## config.mk

```make
export PLATFORM = sky130hd
export DESIGN_NAME = alu_word_seq_flat
export DESIGN_NICKNAME = d
export VERILOG_FILES = /design/src/rtl/alu_pkg.sv /design/src/rtl/alu_word_seq_if.sv /design/src/rtl/alu_byte_slice.sv /design/src/rtl/alu_word_seq.sv /design/src/flat_wrapper.sv
export SDC_FILE = /design/constraint.sdc
export NUM_CORES = 1
export LEC_CHECK = 0
export ABC_AREA = 1
export ABC_CLOCK_PERIOD_IN_PS = 5250
export CAP_MARGIN = 20
export CORE_MARGIN = 2
export CORE_UTILIZATION = 48
export DETAILED_ROUTE_END_ITERATION = 16
export MAX_ROUTING_LAYER = met4
export PLACE_DENSITY_LB_ADDON = 0.08
export SKIP_LAST_GASP = 1
export SLEW_MARGIN = 5
export SYNTH_ARGS = -nofsm -noshare
export SYNTH_HDL_FRONTEND = slang
export SYNTH_SLANG_ARGS = --single-unit
```

## constraint.sdc

```tcl
create_clock -name clk -period 5.25 [get_ports clk]
set_clock_uncertainty 0.15 [all_clocks]
set_input_delay 0.525 -clock clk [delete_from_list [all_inputs] [get_ports clk]]
set_output_delay 0.525 -clock clk [all_outputs]
set_load 0.1 [all_outputs]
```

## src/rtl/alu_pkg.sv

```systemverilog
// alu_pkg: shared definitions for the byte and word ALUs.
//   - kALU_* operation codes (3 bits)
//   - word-sequencer state encoding (IDLE, RUN, DONE)
//   - idx_width(): byte-index register width, clog2 with a minimum of 1
//   - bcd_corr(): per-nibble decimal correction term
package alu_pkg;

    localparam logic [2:0] kALU_ORA = 3'd0;
    localparam logic [2:0] kALU_AND = 3'd1;
    localparam logic [2:0] kALU_EOR = 3'd2;
    localparam logic [2:0] kALU_ADC = 3'd3;
    localparam logic [2:0] kALU_SHR = 3'd4;
    localparam logic [2:0] kALU_ASR = 3'd5;
    localparam logic [2:0] kALU_SHL = 3'd6;
    localparam logic [2:0] kALU_RSV = 3'd7;  // reserved: pass A, carry passes through

    // Sequencer states, kept as plain constants so legacy code can share the encoding.
    typedef logic [1:0] state_t;
    localparam state_t IDLE = 2'd0;
    localparam state_t RUN  = 2'd1;
    localparam state_t DONE = 2'd2;

    function automatic int unsigned idx_width(input int unsigned n);
        return (n <= 2) ? 1 : $clog2(n);
    endfunction

    // Decimal correction added to a nibble once its carry is known.
    // Add and subtract adjustments are mutually exclusive (carry vs. no carry).
    function automatic logic [3:0] bcd_corr(input logic carry, input logic dec_add,
                                            input logic dec_sub);
        logic add_adj;
        logic sub_adj;
        add_adj = dec_add & carry;
        sub_adj = dec_sub & ~carry;
        return {sub_adj, add_adj, add_adj | sub_adj, 1'b0};
    endfunction

endpackage

```

## src/rtl/alu_word_seq_if.sv

```systemverilog
// alu_word_seq_if: request/response bundle of the word-sequential ALU.
//   master (requester): drives start, op, a, b, c_in, dec_add, dec_sub
//   slave  (ALU):       drives busy, done, result, c_out, v_out, n_out, z_out
interface alu_word_seq_if #(
    parameter int unsigned WORD_BYTES = 2
);
    localparam int unsigned W = 8 * WORD_BYTES;

    logic         start;
    logic [2:0]   op;
    logic [W-1:0] a;
    logic [W-1:0] b;        // pre-inverted by the caller for subtract
    logic         c_in;     // carry in / shift fill
    logic         dec_add;
    logic         dec_sub;

    logic         busy;
    logic         done;     // one-cycle pulse: result and flags valid
    logic [W-1:0] result;
    logic         c_out;
    logic         v_out;
    logic         n_out;
    logic         z_out;

    modport master (
        output start, op, a, b, c_in, dec_add, dec_sub,
        input  busy, done, result, c_out, v_out, n_out, z_out
    );

    modport slave (
        input  start, op, a, b, c_in, dec_add, dec_sub,
        output busy, done, result, c_out, v_out, n_out, z_out
    );

endinterface

```

## src/rtl/alu_byte_slice.sv

```systemverilog
// alu_byte_slice: combinational 8-bit ALU slice with decimal add/subtract correction.
//   a8_i, b8_i     byte operands
//   cin_i          chain in: carry for ADC/logic ops, fill bit for shifts
//   op_i           kALU_* operation code
//   dec_add_i/sub  BCD correction enables
//   y8_o           byte result
//   chain_o        chain out: byte carry for ADC/logic ops, shifted-out bit for shifts
module alu_byte_slice
    import alu_pkg::*;
(
    input  logic [7:0] a8_i,
    input  logic [7:0] b8_i,
    input  logic       cin_i,
    input  logic [2:0] op_i,
    input  logic       dec_add_i,
    input  logic       dec_sub_i,
    output logic [7:0] y8_o,
    output logic       chain_o
);

    logic [4:0] lo_sum;
    logic [4:0] hi_sum;
    logic       lo_c;
    logic       hi_c;
    logic [3:0] lo_y;
    logic [3:0] hi_y;

    always_comb begin
        lo_sum = {1'b0, a8_i[3:0]} + {1'b0, b8_i[3:0]} + {4'b0, cin_i};
        // Decimal mode forces a carry out of any nibble above 9.
        lo_c   = lo_sum[4] | (dec_add_i & (lo_sum > 5'd9));
        lo_y   = lo_sum[3:0] + bcd_corr(lo_c, dec_add_i, dec_sub_i);

        hi_sum = {1'b0, a8_i[7:4]} + {1'b0, b8_i[7:4]} + {4'b0, lo_c};
        hi_c   = hi_sum[4] | (dec_add_i & (hi_sum > 5'd9));
        hi_y   = hi_sum[3:0] + bcd_corr(hi_c, dec_add_i, dec_sub_i);
    end

    always_comb begin
        y8_o    = a8_i;
        chain_o = cin_i;
        case (op_i)
            // Logic ops still report the adder carry of the same operands.
            kALU_ORA: begin y8_o = a8_i | b8_i;  chain_o = hi_c;    end
            kALU_AND: begin y8_o = a8_i & b8_i;  chain_o = hi_c;    end
            kALU_EOR: begin y8_o = a8_i ^ b8_i;  chain_o = hi_c;    end
            kALU_ADC: begin y8_o = {hi_y, lo_y}; chain_o = hi_c;    end
            kALU_SHR,
            kALU_ASR: begin y8_o = {cin_i, a8_i[7:1]}; chain_o = a8_i[0]; end
            kALU_SHL: begin y8_o = {a8_i[6:0], cin_i}; chain_o = a8_i[7]; end
            default:  begin y8_o = a8_i;         chain_o = cin_i;   end
        endcase
    end

endmodule

```

## src/rtl/alu_word_seq.sv

```systemverilog
// alu_word_seq: word-wide ALU executing one byte per clock through a shared byte slice.
//   clk    core clock
//   reset  asynchronous active-high reset
//   bus    alu_word_seq_if slave: start/op/operands in, busy/done/result/flags out
// A start seen in IDLE or DONE latches the request; RUN processes WORD_BYTES bytes
// (LSB first, or MSB first for right shifts) chaining carry/shift bits; DONE pulses
// for one cycle with result and flags, which then hold until the next accepted start.
module alu_word_seq
    import alu_pkg::*;
#(
    parameter int unsigned WORD_BYTES = 2
) (
    input  logic          clk,
    input  logic          reset,
    alu_word_seq_if.slave bus
);

    localparam int unsigned W  = 8 * WORD_BYTES;
    localparam int unsigned IW = idx_width(WORD_BYTES);
    localparam logic [IW-1:0] LastIdx = IW'(WORD_BYTES - 1);

    state_t        state_q, state_d;
    logic [IW-1:0] idx_q, idx_d;
    logic          chain_q, chain_d;
    logic          zero_q, zero_d;     // all bytes so far were zero
    logic [W-1:0]  res_q, res_d;
    logic          c_q, c_d;
    logic          v_q, v_d;
    logic          n_q, n_d;
    logic          z_q, z_d;

    logic [W-1:0]  a_q;
    logic [W-1:0]  b_q;
    logic [2:0]    op_q;
    logic          dec_add_q;
    logic          dec_sub_q;

    logic          accept;
    logic          desc;
    logic          desc_start;
    logic          last_byte;
    logic [7:0]    a8;
    logic [7:0]    b8;
    logic [7:0]    y8;
    logic          chain_out;

    assign accept     = bus.start && ((state_q == IDLE) || (state_q == DONE));
    assign desc       = (op_q == kALU_SHR) || (op_q == kALU_ASR);
    assign desc_start = (bus.op == kALU_SHR) || (bus.op == kALU_ASR);
    assign last_byte  = desc ? (idx_q == '0) : (idx_q == LastIdx);

    // Select the byte under the current index.
    always_comb begin
        a8 = '0;
        b8 = '0;
        for (int i = 0; i < int'(WORD_BYTES); i++) begin
            if (idx_q == IW'(i)) begin
                a8 = a_q[8*i +: 8];
                b8 = b_q[8*i +: 8];
            end
        end
    end

    alu_byte_slice u_slice (
        .a8_i      (a8),
        .b8_i      (b8),
        .cin_i     (chain_q),
        .op_i      (op_q),
        .dec_add_i (dec_add_q),
        .dec_sub_i (dec_sub_q),
        .y8_o      (y8),
        .chain_o   (chain_out)
    );

    always_comb begin
        state_d = state_q;
        idx_d   = idx_q;
        chain_d = chain_q;
        zero_d  = zero_q;
        res_d   = res_q;
        c_d     = c_q;
        v_d     = v_q;
        n_d     = n_q;
        z_d     = z_q;

        case (state_q)
            RUN: begin
                for (int i = 0; i < int'(WORD_BYTES); i++) begin
                    if (idx_q == IW'(i)) begin
                        res_d[8*i +: 8] = y8;
                    end
                end
                chain_d = chain_out;
                zero_d  = zero_q & (y8 == 8'd0);
                if (last_byte) begin
                    state_d = DONE;
                    c_d     = chain_out;
                    n_d     = res_d[W-1];
                    z_d     = zero_d;
                    v_d     = (a_q[W-1] == b_q[W-1]) && (a_q[W-1] != res_d[W-1]);
                end else begin
                    idx_d = desc ? (idx_q - IW'(1)) : (idx_q + IW'(1));
                end
            end
            IDLE, DONE: begin
                state_d = IDLE;
                if (accept) begin
                    state_d = RUN;
                    idx_d   = desc_start ? LastIdx : '0;
                    // Arithmetic right shift fills the top byte with the sign bit.
                    chain_d = (bus.op == kALU_ASR) ? bus.a[W-1] : bus.c_in;
                    zero_d  = 1'b1;
                end
            end
            default: state_d = IDLE;
        endcase
    end

    always_ff @(posedge clk or posedge reset) begin
        if (reset) begin
            state_q   <= IDLE;
            idx_q     <= '0;
            chain_q   <= 1'b0;
            zero_q    <= 1'b0;
            res_q     <= '0;
            c_q       <= 1'b0;
            v_q       <= 1'b0;
            n_q       <= 1'b0;
            z_q       <= 1'b0;
            a_q       <= '0;
            b_q       <= '0;
            op_q      <= '0;
            dec_add_q <= 1'b0;
            dec_sub_q <= 1'b0;
        end else begin
            state_q <= state_d;
            idx_q   <= idx_d;
            chain_q <= chain_d;
            zero_q  <= zero_d;
            res_q   <= res_d;
            c_q     <= c_d;
            v_q     <= v_d;
            n_q     <= n_d;
            z_q     <= z_d;
            if (accept) begin
                a_q       <= bus.a;
                b_q       <= bus.b;
                op_q      <= bus.op;
                dec_add_q <= bus.dec_add;
                dec_sub_q <= bus.dec_sub;
            end
        end
    end

    assign bus.busy   = (state_q == RUN);
    assign bus.done   = (state_q == DONE);
    assign bus.result = res_q;
    assign bus.c_out  = c_q;
    assign bus.v_out  = v_q;
    assign bus.n_out  = n_q;
    assign bus.z_out  = z_q;

endmodule

```

## src/flat_wrapper.sv

```systemverilog
// flat-port wrapper written by rule: the top's interface ports become plain ports
module alu_word_seq_flat import alu_pkg::*;
#(
    parameter int unsigned WORD_BYTES = 2
)
  (clk, reset, bus_start, bus_op, bus_a, bus_b, bus_c_in, bus_dec_add, bus_dec_sub, bus_busy, bus_done, bus_result, bus_c_out, bus_v_out, bus_n_out, bus_z_out);
  alu_word_seq_if #(.WORD_BYTES(WORD_BYTES)) bus_i ();
  input  logic clk;
  input  logic reset;
  input wire logic [$bits(bus_i.start)-1:0] bus_start;
  input wire logic [$bits(bus_i.op)-1:0] bus_op;
  input wire logic [$bits(bus_i.a)-1:0] bus_a;
  input wire logic [$bits(bus_i.b)-1:0] bus_b;
  input wire logic [$bits(bus_i.c_in)-1:0] bus_c_in;
  input wire logic [$bits(bus_i.dec_add)-1:0] bus_dec_add;
  input wire logic [$bits(bus_i.dec_sub)-1:0] bus_dec_sub;
  output wire logic [$bits(bus_i.busy)-1:0] bus_busy;
  output wire logic [$bits(bus_i.done)-1:0] bus_done;
  output wire logic [$bits(bus_i.result)-1:0] bus_result;
  output wire logic [$bits(bus_i.c_out)-1:0] bus_c_out;
  output wire logic [$bits(bus_i.v_out)-1:0] bus_v_out;
  output wire logic [$bits(bus_i.n_out)-1:0] bus_n_out;
  output wire logic [$bits(bus_i.z_out)-1:0] bus_z_out;
  assign bus_i.start = bus_start;
  assign bus_i.op = bus_op;
  assign bus_i.a = bus_a;
  assign bus_i.b = bus_b;
  assign bus_i.c_in = bus_c_in;
  assign bus_i.dec_add = bus_dec_add;
  assign bus_i.dec_sub = bus_dec_sub;
  assign bus_busy = bus_i.busy;
  assign bus_done = bus_i.done;
  assign bus_result = bus_i.result;
  assign bus_c_out = bus_i.c_out;
  assign bus_v_out = bus_i.v_out;
  assign bus_n_out = bus_i.n_out;
  assign bus_z_out = bus_i.z_out;
  alu_word_seq #(.WORD_BYTES(WORD_BYTES)) u_core (.clk(clk), .reset(reset), .bus(bus_i));
endmodule
```

Yosys cells after proc, flatten, opt, wreduce, memory -nomap -nowiden

Cells that the tools add are included.

Equality and inequality tests: 16
Add/subtract/negate cells: 8
Bitwise gates (word level): 17
Reduce and logical (&&, ||, !) cells: 17
Multiplexer cells: 20
Magnitude comparators: 2

Operators with widths:

| kind               | number |
|---|---|
| $pmux 8 s6         | 1 |
| $mux 8             | 4 |
| $eq 3x3->1 const B | 5 |
| $add 4x4->5        | 2 |
| $add 5x1->5        | 2 |
| $gt 5x4->1 const B | 2 |
| $mux 1             | 9 |
| $add 4x4->4        | 2 |
| $and 8x8->8        | 1 |
| $logic_not 8->1    | 1 |
| $or 8x8->8         | 1 |
| $reduce_and 2->1   | 4 |
| $xor 8x8->8        | 1 |
| $and 1x1->1        | 7 |
| $eq 3x2->1 const B | 2 |
| $ne 2x1->1 const B | 3 |
| $pmux 1 s2         | 3 |
| $or 1x1->1         | 4 |
| $pmux 2 s2         | 1 |
| $reduce_or 2->1    | 2 |
| $reduce_or 4->1    | 1 |
| $eq 3x1->1 const B | 1 |
| $logic_not 3->1    | 1 |
| $logic_or 1x1->1   | 3 |
| other kinds (14)   | 17 |

Output and inout port bits: 22
Input bits: 41
Word-level logic and storage cells: 96
Bits in registers: 62

Depth between registers and ports, before layout

Depth in word-level cells: 19
Gate-level depth with buffers: 42
Mapped depth without buffers: 40

Cells and area by module

A second synthesis with hierarchy kept.

Cell total of the unflattened synthesis: 435
Area total of the unflattened synthesis: 3,827.4 sq um

Modules (own cells, without submodules):

| module         | area each (sq um) | instances | sequential area each (sq um) | cells an instance |
|---|---|---|---|---|
| alu_word_seq   | 2,733.9           | 1         | 1,551.5                      | 264 |
| alu_byte_slice | 1,093.5           | 1         | 0.0                          | 171 |

Worst setup path before layout

Ideal clock, no wire load.

Kind: reg2reg
Start point: reg u_core.idx_q
End point: reg u_core.z_q, in the netlist u_core.bus.z_out
Path slack: -388 ps
Period minus slack after synthesis: 5,638 ps
Buffers on the path: 3
Stages on the path, launching flop included: 37
Data required time: 4,980 ps
Data arrival time: 5,369 ps
Setup time: 120 ps
Cells stage by stage: dfrtp_1 -> buf_6 -> clkbuf_1 -> clkbuf_1 -> nand2_1 -> o21ai_0 -> inv_1 -> fa_1 -> fa_1 -> xnor2_1 -> nand2_1 -> nand2_1 -> inv_1 -> nand2_1 -> nand2_1 -> inv_1 -> fa_1 -> inv_1 -> fa_1 -> nand3b_1 -> nand2_1 -> inv_1 -> a21oi_1 -> inv_1 -> nand2_1 -> nand2_1 -> ha_1 -> inv_1 -> fa_1 -> o22ai_1 -> nor3_1 -> o21ai_1 -> nor2_1 -> nand3_1 -> nor2_2 -> nand3_1 -> nand2_1

Cells in the longest elaborated chain, start to end: 17
Elaborated cells on any way between the ends: 31
Classes of those cells: 6 x add/sub; 2 x order compare; 4 x mux; 17 x bitwise; 2 x reduce/logical

RTL lines:

| element                | RTL line             | text |
|---|---|---|
| start, declared        | alu_word_seq.sv:23   | `logic [IW-1:0] idx_q, idx_d;` |
| start signal, assigned | alu_word_seq.sv:137  | `idx_q <= idx_d;` |
| $mux 8                 | alu_word_seq.sv:57   | `if (idx_q == IW'(i)) begin` |
| $add 4x4->5            | alu_byte_slice.sv:29 | `lo_sum = {1'b0, a8_i[3:0]} + {1'b0, b8_i[3:0]} + {4'b0, cin_i};` |
| $add 5x1->5            | alu_byte_slice.sv:29 |  |
| $gt 5x4->1             | alu_byte_slice.sv:31 | `lo_c = lo_sum[4] \| (dec_add_i & (lo_sum > 5'd9));` |
| $and 1x1->1            | alu_byte_slice.sv:31 |  |
| $or 1x1->1             | alu_byte_slice.sv:31 |  |
| $add 5x1->5            | alu_byte_slice.sv:34 | `hi_sum = {1'b0, a8_i[7:4]} + {1'b0, b8_i[7:4]} + {4'b0, lo_c};` |
| $gt 5x4->1             | alu_byte_slice.sv:35 | `hi_c = hi_sum[4] \| (dec_add_i & (hi_sum > 5'd9));` |
| $and 1x1->1            | alu_byte_slice.sv:35 |  |
| $or 1x1->1             | alu_byte_slice.sv:35 |  |
| $not 1->1              | alu_pkg.sv:34        | `sub_adj = dec_sub & ~carry;` |
| $and 1x1->1            | alu_pkg.sv:34        |  |
| $or 1x1->1             | alu_pkg.sv:35        | `return {sub_adj, add_adj, add_adj \| sub_adj, 1'b0};` |
| $add 4x4->4            | alu_byte_slice.sv:36 | `hi_y = hi_sum[3:0] + bcd_corr(hi_c, dec_add_i, dec_sub_i);` |
| $pmux 8 s6             | alu_byte_slice.sv:42 | `case (op_i)` |
| $logic_not 8->1        | alu_word_seq.sv:94   | `zero_d = zero_q & (y8 == 8'd0);` |
| $and 1x1->1            | alu_word_seq.sv:94   |  |
| end signal, assigned   | alu_word_seq.sv:144  | `z_q <= z_d;` |
| end, declared          | alu_word_seq.sv:30   | `logic z_q, z_d;` |

Several ways; a longest one is shown, not always the timed one.
A chain may end at the register's enable or synchronous reset.

Worst setup path in the final report

Ends and elaborated chain as after synthesis.

==> metrics <==
dominant cell type by area after synthesis=dfrtp_1; area of the multi-input gates=0.00197 mm²; Rows=32; total CTS buffers=9; end of the worst register-to-register path=u_core.bus.z_out; Max Freq=0.197 GHz; Setup Crit Path Kind=reg -> reg; r2r setup slk=0.16 ns; vias in the first global route=3386; setup_tns=0 ns; final period utilization=0.969; Register Area=0.00155 mm²; Max-slew headroom=0.350; root buf cell=clkbuf_8; Setup-failing EPs final=0; fillcell total=717; Core ar.=0.00761 mm²; warnings from Yosys=0; placed cells=676; CP required=5.37 ns; FF+latch count, synth=62; worst hold path depth=2; Clock Latency Late Sink=0.34 ns; CP arrival=5.21 ns; Synth area leaders=dfrtp_1 42%, nand2_1 21%, inv_1 6.6%; Tmin final=5.09 ns; ys async rst share=1.00; Final nets=657; Synthesized Nets=577; Num Clock Sinks=62; Reg2Reg Launch Point=u_core.idx_q; post-synth top area share=0.417; Placer Congestion=0.940; ANT nets after route=0; Yosys cell types=34; I/O Buffers=62; initial antenna violation count=0; vias per cell=5.05; top_reg_cell synth=dfrtp_1; pin count of the biggest net entering global routing=63; DRT iter0 DRCs=269; Max Transition Viols Final=0; GRT Util Overall=0.250; Post-Syn Area=0.00372 mm²; most frequent cells in the layout=198 x nand2_1, 62 x clkdlybuf4s50_1, 61 x dfrtp_1; buffer levels on the longest clock path=2; CP Launch Type=register; crit path from=u_core.idx_q; drt first pass iters=5; first-pass GRT wire length=16.2 mm; CP max stage cell=fa_2; Chip Width=92.1 µm; final hold violation count=0; WL per Instance=14.0 µm; Diodes inserted=0; r2r worst-path depth=31; crit path max fanout=7; Post-synth EDFFs=0; H-Tree Depth=3; total of max-cap violations=0; CTS tree=yes; Setup crit end=u_core.bus.z_out; DR vias=3525; register area share after synthesis=0.417; commonest non-fill, non-tap cell in the layout=nand2_1; chip height=92.1 µm; die area=0.00848 mm²; Mapped Cells=512; Ports=63; synth-to-layout area growth=30.5%; non-filler instance count after layout=698; Max stage delay on crit path=0.56 ns; half-perimeter wire length after placement=7.39 mm; RSZ-0062 raised after global routing=true; share of cells above drive strength 1=0.136; initial core utilization=0.490; detailed-route DRC error count=0; clock-pin slew on the worst setup and hold paths=0.07 ns; Hold Path Class=reg -> reg; Synth Area per Inst=7.28 µm²; Congestion Overflow GR=0; status=finished, final reports clean; crit end category=register; WL final=9.75 mm; worst slew pin tran=0.972 ns
## cell type report
| type | count | area share |
|---|---|---|
| multi-input cells | 366 | 0.406 |
| flip-flops and latches | 62 | 0.319 |
| repair buffers | 83 | 0.161 |
| inverters | 70 | 0.0540 |
| clock buffers | 11 | 0.0291 |
| well taps | 102 | 0.0262 |
| clock inverters | 4 | 0.00489 |
## cells in the mapped netlist (4+ instances only)
| cell type | count |
|---|---|
| nand2_1 | 205 |
| inv_1 | 65 |
| dfrtp_1 | 62 |
| o21ai_0 | 45 |
| nand3_1 | 21 |
| ha_1 | 19 |
| nor2_1 | 18 |
| a21oi_1 | 9 |
| o21ai_1 | 9 |
| o22ai_1 | 9 |
| clkbuf_1 | 8 |
| fa_1 | 5 |
| buf_1 | 4 |
| inv_2 | 4 |
| nand4_1 | 4 |
## per-stage QoR
| step | area [µm²] | setup slack [ns] | util | hold WS (ns) |
|---|---|---|---|---|
| after global placement | 4530 | 0.0814 | 0.595 | 0.307 |
| after global routing | 4860 | -0.179 | 0.639 | 0.337 |
| final | 4860 | 0.163 | 0.639 | 0.322 |
| after floorplan | 3760 | 0.0107 | - | 0.294 |
| after detailed placement | 4530 | -0.0340 | 0.595 | 0.311 |
| after CTS | 4700 | 0.00316 | 0.618 | 0.329 |
## kinds of logic after synthesis
group,Yosys count,share of synthesized area
buffers and inverters,84,0.0870
xor gates and xnor gates,2,0.00470
AOI/OAI and AO/OA,79,0.115
and+or+nand+nor,261,0.287
DFF,62,0.417
adders and majority gates,24,0.0907
## critical path: cells and delay by family, from the launching register on
| kind | cells | cell delay, ns |
|---|---|---|
| adder cells (fa/ha/maj) | 6 | 2.34 |
| AND/OR/NAND/NOR | 15 | 1.33 |
| flip-flops | 1 | 0.46 |
| AO/OA/AOI/OAI | 3 | 0.38 |
| buffers and inverters | 7 | 0.37 |
## flip-flops by register name (all words and copies together) (netlist names), 2 cells and up
| register | flops |
|---|---|
| u_core.b_q | 16 |
| u_core.state_q | 2 |
| u_core.bus.result | 16 |
| u_core.op_q | 3 |
| u_core.a_q | 16 |
## timing repair
item / in CTS / in global routing
gates resized for setup: 3 / 34
pin swaps: 0 / 18
hold buffers: 0 / 0
setup buffers: 0 / 7
endpoints found under the setup margin: 3 / 8
## per-layer routing
layer	global-route usage	up-vias	wire [µm]
li1	-	1766	-
met1	0.342	1638	4600
met2	0.390	106	4580
met3	0.0403	15	414
met4	0.0709	0	157
met5	-	-	0
## worst min-delay path by stage
stage,from,endpoint,slack [ns]
finish,u_core.b_q[6],u_core.b_q[6],0.32
global route,u_core.b_q[6],u_core.b_q[6],0.34
CTS,u_core.b_q[6],u_core.b_q[6],0.33
detailed placement,u_core.b_q[5],u_core.b_q[5],0.31
global placement,u_core.b_q[5],u_core.b_q[5],0.31
floorplan,u_core.b_q[1],u_core.b_q[1],0.29
Power is not shown: default switching activity piles up to over one toggle a cycle in this logic, so the estimate is an artifact.
